==> src/rtl/apu_frame_sequencer.sv <==
// APU frame sequencer: divides clk into sequencer steps, emits quarter/half-frame
// pulses, owns the frame IRQ flag and the mode/inhibit control register.
module apu_frame_sequencer #(
  parameter int STEP_LEN = 7457,
  parameter int WR_DELAY = 3
) (
  input  logic       clk,
  input  logic       rst_n,
  input  logic       wr_en,
  input  logic [1:0] wr_data,
  input  logic       irq_ack,
  output logic       quarter_frame,
  output logic       half_frame,
  output logic       frame_irq,
  output logic [2:0] step,
  output logic       mode
);
  localparam int CW = $clog2(STEP_LEN);

  logic [CW-1:0] cnt;
  logic [2:0]    dly;
  logic          new_mode;
  logic          inhibit;

  logic       term, restart;
  logic [2:0] last_step;
  logic       ev_q, ev_h, ev_irq;

  // A write landing on the restart edge reloads the delay, so it cancels that restart.
  always_comb begin
    term      = (cnt == CW'(STEP_LEN - 1));
    restart   = !wr_en && (dly == 3'd1);
    last_step = mode ? 3'd4 : 3'd3;
    ev_q      = 1'b0;
    ev_h      = 1'b0;
    ev_irq    = 1'b0;
    case (step)
      3'd0: ev_q = 1'b1;
      3'd1: begin ev_q = 1'b1; ev_h = 1'b1; end
      3'd2: ev_q = 1'b1;
      3'd3: if (!mode) begin ev_q = 1'b1; ev_h = 1'b1; ev_irq = !inhibit; end
      3'd4: begin ev_q = 1'b1; ev_h = 1'b1; end
      default: ;
    endcase
  end

  always_ff @(posedge clk or negedge rst_n) begin
    if (!rst_n) begin
      cnt           <= '0;
      step          <= 3'd0;
      mode          <= 1'b0;
      inhibit       <= 1'b0;
      new_mode      <= 1'b0;
      dly           <= 3'd0;
      quarter_frame <= 1'b0;
      half_frame    <= 1'b0;
      frame_irq     <= 1'b0;
    end else begin
      quarter_frame <= 1'b0;
      half_frame    <= 1'b0;

      // Restart overrides the terminal step event of the same edge.
      if (restart) begin
        cnt           <= '0;
        step          <= 3'd0;
        mode          <= new_mode;
        quarter_frame <= new_mode;
        half_frame    <= new_mode;
      end else if (term) begin
        cnt           <= '0;
        step          <= (step == last_step) ? 3'd0 : step + 3'd1;
        quarter_frame <= ev_q;
        half_frame    <= ev_h;
      end else begin
        cnt <= cnt + 1'b1;
      end

      if (wr_en) begin
        dly      <= 3'(WR_DELAY);
        new_mode <= wr_data[1];
        inhibit  <= wr_data[0];
      end else if (dly != 3'd0) begin
        dly <= dly - 3'd1;
      end

      // Priority: inhibit write clears, then IRQ set, then acknowledge.
      if (wr_en && wr_data[0])
        frame_irq <= 1'b0;
      else if (!restart && term && ev_irq)
        frame_irq <= 1'b1;
      else if (irq_ack)
        frame_irq <= 1'b0;
    end
  end
endmodule

==> config.mk <==
export PLATFORM = sky130hd
export DESIGN_NAME = apu_frame_sequencer
export DESIGN_NICKNAME = d
export VERILOG_FILES = /design/src/rtl/apu_frame_sequencer.sv
export SDC_FILE = /design/constraint.sdc
export NUM_CORES = 1
export LEC_CHECK = 0
export CAP_MARGIN = 0
export CORE_MARGIN = 2
export CORE_UTILIZATION = 52
export CTS_BUF_LIST = sky130_fd_sc_hd__clkbuf_8
export DETAILED_ROUTE_END_ITERATION = 10
export PLACE_DENSITY = 0.77
export SLEW_MARGIN = 20
export SYNTH_ARGS = -nofsm -noshare
export SYNTH_HDL_FRONTEND = slang
export SYNTH_SLANG_ARGS = --single-unit
export TNS_END_PERCENT = 10
==> constraint.sdc <==
create_clock -name clk -period 1.75 [get_ports clk]
set_clock_uncertainty 0.2 [all_clocks]
set_input_delay 0.2625 -clock clk [delete_from_list [all_inputs] [get_ports clk]]
set_output_delay 0.2625 -clock clk [all_outputs]
set_load 0.02 [all_outputs]
==> impl_metrics.tcl, run 1 <==
set metrics [dict create \
    status "finished, final reports clean" \
    synth_top_family_by_area "simple AND/OR/NAND/NOR gates" \
    clock_latency_ps 270 \
    first_iter_violations 11 \
    slew_headroom_pct 78.85 \
    dp.cells 182 \
    fillCellCount 189 \
    fin_nets 178 \
    dieArea_um2 2955 \
    cts_tree "built" \
    clk_pin_slew_ps 90 \
    post-dp-hpwl_um 1809 \
    hold_buffers 0 \
    worstPathArrival_ps 1740 \
    syn_area_um2 1319 \
    synth-compound-area-share_pct 6.167 \
    post_drt_via_cell_ratio 5.173 \
    numCtsBuffers 3 \
    grt_first_pass_wirelength_um 4126 \
    power_density_nw_per_um2 1008 \
    track_usage_pct 19.71 \
    start_util_pct 54.22 \
    synth_simple_gate_area_share_pct 23.62 \
    synth.distinct_cells 32 \
    power.leakage_nw 0.7725 \
    min_period_ps 1735 \
    avgSynthCellArea_um2 9.991 \
    cp_top_family "simple AND/OR/NAND/NOR gates" \
    cp_cell_sequence "inv_1 > ha_2 > and4b_2 > nand4_4 > or3_4 > o21ai_2" \
    ir_worst_vdd_mv 0.7621 \
    min_period_over_period_pct 99.14 \
    synth_fa_ha_area_share_pct 9.488 \
    h-tree-depth 1 \
    yosys_warnings 0 \
    place_congestion 0.7887 \
    hold_viol_final 0 \
    slowest_delay_ps 410 \
    maxCapViolations 0 \
    antenna_cells 0 \
    synth_cells 132 \
    core_um2 2432 \
    timing.hold.ws_ps 155.3 \
    final_cell_mix "dfrtp_1 (23), nor2_1 (21), buf_4 (14)" \
    setup_slack_ps 15.03 \
    layout-drive-gt1-share_pct 20.50 \
    path_max_fanout 3 \
    synth_ff_type "dfrtp_1" \
    clock_sinks 25 \
    antenna_found_initial 0 \
    grt_start_max_net_pins 26 \
    cp_slowest_cell "dfrtp_1" \
    finalSetupViolCount 0 \
    worst-path-stages 6 \
    critPathCaptureType "flop" \
    synth.yosys.seq_area_share_pct 47.44 \
    cp.required_ps 1750 \
    rsz0062_at_grt "yes" \
    post-place-ws_ps -85.87 \
    ios 13 \
    synthXorXnorAreaFrac_pct 7.970 \
    ys_ff_latch 25 \
    worst_pin_slew_ps 315.9 \
    synth_nets 148 \
    crit_type "flop to flop" \
    r2r_cells 6 \
    clockBufferDepth 2 \
    critical_path_buf_inv_count 1 \
    port_buffers 12 \
    drc 0 \
    min_path_type "input port to async pin" \
    chipWidth_um 54.36 \
    wire_per_inst_um 13.43 \
    slew_violations 0 \
    synth_edf_count 0 \
    overflow 0 \
    tns_ps 0 \
    dieHeight_um 54.36 \
    critPathLaunchType "flop" \
    wirelength_um 2565 \
    dpl_cell_area_um2 1536 \
    final_cells 191 \
    synthArstFlopShare_pct 100.0 \
    dr_total_vias 988 \
    synth.area.mux_share_pct 0.7590 \
    dr.pass1.iters 4 \
    layout_commonest_cell "dfrtp_1" \
    num_rows 18 \
    area_growth_pct 25.14 \
    stdcell_area_um2 1650 \
    cts_root_buffer "clkbuf_8" \
    clock.fmax_mhz 576.4 \
    ant_nets 0 \
    grt_pass1_vias 948 \
]
[what timing repair did]
| item | CTS | global route |
|---|---|---|
| pin swaps | 0 | 3 |
| setup buffers | 0 | 5 |
| setup endpoints to repair | 5 | 4 |
| cloned | 0 | 0 |
| gates resized for setup | 6 | 10 |
[synthesized netlist by cell type (2+ instances only)]
| library cell | number | area [um^2] |
|---|---|---|
| nor4_1 | 2 | 12.51 |
| nand3_1 | 6 | 30.03 |
| ha_1 | 10 | 125.1 |
| nor3_1 | 3 | 15.01 |
| nand2_1 | 10 | 37.54 |
| xnor2_1 | 10 | 87.58 |
| o31ai_1 | 2 | 15.01 |
| inv_1 | 14 | 52.55 |
| xor2_1 | 2 | 17.52 |
| dfrtp_1 | 25 | 625.6 |
| o22ai_1 | 2 | 12.51 |
| nor2_1 | 21 | 78.83 |
| o21ai_0 | 4 | 20.02 |
| nor2b_1 | 3 | 18.77 |
[worst paths after layout]
kind	end	slack, ps	from
worst min-delay path	mode	160	rst_n
worst min register to register	frame_irq	270	inhibit
min in group clk	frame_irq	270	inhibit
worst max-delay path	step[0]	20	cnt[1]
worst max register to register	step[0]	20	cnt[1]
max in group asynchronous	cnt[3]	930	rst_n
[through the flow]
stage	util, %	total power [mW]
after global placement	63.17	1.206
after global routing	67.85	1.777
after CTS	65.07	1.577
after floorplan	-	1.077
after detailed placement	63.17	1.223
final	67.85	1.664
[registers in the layout, indices dropped and copies added, names as in the netlist]
| signal | count |
|---|---|
| dly | 3 |
| step | 3 |
| cnt | 13 |
| quarter_frame | 1 |
| inhibit | 1 |
| half_frame | 1 |
| mode | 1 |
| new_mode | 1 |
| frame_irq | 1 |
[final cells by class]
cell class | instances | area [um^2] | share of cell area [%]
well taps | 30 | 37.54 | 2.274
clock inverters | 1 | 7.507 | 0.4549
clock buffers | 3 | 41.29 | 2.502
repair buffers | 26 | 220.2 | 13.34
flip-flops and latches | 25 | 628.1 | 38.06
inverters | 14 | 52.55 | 3.184
multi-input cells | 92 | 663.1 | 40.18
[per-layer routing]
layer	track usage, %	routed length (um)	vias to the layer above
met5	0	0	-
met4	9.583	46	0
li1	-	-	497
met2	30.92	1299	13
met3	3.825	53	4
met1	26.06	1164	474
[where the power goes]
part / switching (mW) / leakage, nW / internal [mW]
Combinational: 0.261 / 0.426 / 0.262
Sequential: 0.110 / 0.324 / 0.683
Clock: 0.186 / 0.0217 / 0.161
[cell families after synthesis]
group,Yosys count
xor+xnor,12
buf+inv,15
flops,25
fa+ha+maj,10
simple gates,57
mux,1
compound gates,12
Power figures use the tool's default switching activity.
==> run 2: changes to the inputs <==
--- a/config.mk
+++ b/config.mk
@@ -10,6 +10,7 @@
 export CORE_UTILIZATION = 52
 export CTS_BUF_LIST = sky130_fd_sc_hd__clkbuf_8
 export DETAILED_ROUTE_END_ITERATION = 10
+export GPL_TIMING_DRIVEN = 0
 export PLACE_DENSITY = 0.77
 export SLEW_MARGIN = 20
 export SYNTH_ARGS = -nofsm -noshare
==> impl_metrics.tcl, run 2 (same netlist as run 1, synthesis figures left out) <==
set metrics [dict create \
    worstPathArrival_ps 1730 \
    tns_ps 0 \
    final_cell_mix "dfrtp_1 (24), nor2_1 (21), inv_1 (13)" \
    grt_pass1_vias 984 \
    layout_commonest_cell "dfrtp_1" \
    ir_worst_vdd_mv 0.6570 \
    switching_share_pct 33.80 \
    chipWidth_um 54.36 \
    clockBufferDepth 2 \
    slew_headroom_pct 64.80 \
    r2r_cells 6 \
    crit_type "flop to flop" \
    hold_depth 1 \
    min_period_ps 1733 \
    p_seq_share_pct 51.7 \
    overflow 0 \
    dieHeight_um 54.36 \
    clockPowerShare_pct 22.0 \
    cts_tree "built" \
    place_congestion 0.7639 \
    slew_violations 0 \
    first_iter_violations 20 \
    largest_reg_flops 13 \
    post-dp-hpwl_um 1750 \
    p_int_mw 1.025 \
    cp.required_ps 1750 \
    clock.fmax_mhz 577.0 \
    finish.utilization_pct 65.54 \
    wirelength_um 2490 \
    p_total_mw 1.549 \
    dieArea_um2 2955 \
    critPathCaptureType "flop" \
    wire_per_inst_um 13.68 \
    hold_viol_final 0 \
    area_growth_pct 20.87 \
    track_usage_pct 20.22 \
    worst_pin_slew_ps 528.0 \
    ant_nets 0 \
    fin_nets 169 \
    ios 13 \
    dr_total_vias 980 \
    cts_root_buffer "clkbuf_8" \
    start_util_pct 54.22 \
    clock_latency_ps 270 \
    combPwrFrac_pct 26.3 \
    path_max_fanout 5 \
    numCtsBuffers 3 \
    critPathLaunchType "flop" \
    switchingPower_mw 0.5234 \
    port_buffers 12 \
    power_density_nw_per_um2 971.5 \
    reg_top3 "cnt (13), dly (3), step (3)" \
    layout-drive-gt1-share_pct 15.79 \
    dpl_cell_area_um2 1476 \
    grt_start_max_net_pins 26 \
    power.leakage_nw 0.7354 \
    min_path_type "flop to flop" \
    dr.pass1.iters 4 \
    clock_sinks 25 \
    min_period_over_period_pct 99.03 \
    clk_pin_slew_ps 90 \
    maxCapViolations 0 \
    finalSetupViolCount 0 \
    timing.hold.ws_ps 277.9 \
    regMostFlops "cnt" \
    drc 0 \
    rsz0062_at_grt "yes" \
    status "finished, final reports clean" \
    grt_first_pass_wirelength_um 4209 \
    num_rows 18 \
    multi_input_area_um2 676.9 \
    h-tree-depth 1 \
    post_drt_via_cell_ratio 5.385 \
    seq_area_um2 626.9 \
    stdcell_area_um2 1594 \
    antenna_found_initial 0 \
    core_um2 2432 \
    fillCellCount 198 \
    antenna_cells 0 \
]
## run 2: cell types whose count changed in the layout (fill, tap and decap cells not counted), sizes merged
cell,change
buf,-9
clkdlybuf4s50,-1
clkinv,+1
clkinvlp,-1
dlygate4sd3,+1
## run 2: worst paths after layout
path / startpoint / slack, ps / to
min in group asynchronous: rst_n / 300 / cnt[8]
max reg2reg: cnt[0] / 20 / step[0]
min: inhibit / 280 / frame_irq
max in group asynchronous: rst_n / 670 / step[0]
min reg2reg: inhibit / 280 / frame_irq
max: cnt[0] / 20 / step[0]
## run 2: metrics by stage
stage | worst slack, ps | std cells
global placement | -353.9 | 174
floorplan | 68.02 | 132
CTS | -82.52 | 178
global route | -73.49 | 182
detailed placement | -382.7 | 174
finish | 16.95 | 182
## run 2: power by group through the flow
stage               Combinational, mW  Clock [mW]  Sequential, mW
floorplan                       0.271           0           0.805
global placement                0.379           0           0.805
detailed placement              0.402           0           0.811
CTS                             0.404       0.352           0.799
global route                    0.473       0.368           0.821
finish                          0.407       0.340           0.801
## run 2: what timing repair did
item | in CTS | in global routing
gates resized for setup | 6 | 11
setup endpoints to repair | 17 | 17
pin swaps | 0 | 4
endpoints found under the hold margin | 0 | 25
hold buffers | 0 | 1
buffers inserted | 0 | 3
## run 2: final cells by class
cell class / instances / area share [%]
tap: 30 / 2.355
sequential: 25 / 39.32
multi-input combinational: 92 / 42.46
clock inverter: 1 / 0.3140
timing repair buffer: 16 / 8.948
buffer: 1 / 0.7064
clock buffer: 3 / 2.590
inverter: 14 / 3.297
## run 2: per-layer routing
| metal | GRT usage [%] | routed length [um] | vias up |
|---|---|---|---|
| li1 | - | - | 481 |
| met1 | 25.48 | 1155 | 480 |
| met5 | 0 | 0 | - |
| met2 | 33.33 | 1240 | 15 |
| met4 | 11.25 | 33 | 0 |
| met3 | 2.732 | 61 | 4 |
## run 2: critical path, stage by stage, from the launching register on
cell	delay (ps)
dfrtp_1	430
inv_1	80
ha_1	130
and4b_2	290
nand4_4	120
or3_4	360
o21ai_2	60
==> run 3: changes to the inputs <==
--- a/config.mk
+++ b/config.mk
@@ -11,6 +11,7 @@
 export CTS_BUF_LIST = sky130_fd_sc_hd__clkbuf_8
 export DETAILED_ROUTE_END_ITERATION = 10
 export GPL_TIMING_DRIVEN = 0
+export HOLD_SLACK_MARGIN = 0.03
 export PLACE_DENSITY = 0.77
 export SLEW_MARGIN = 20
 export SYNTH_ARGS = -nofsm -noshare
==> results of run 3 <==
Final layout, timing and power as in run 2 (identical DEF).
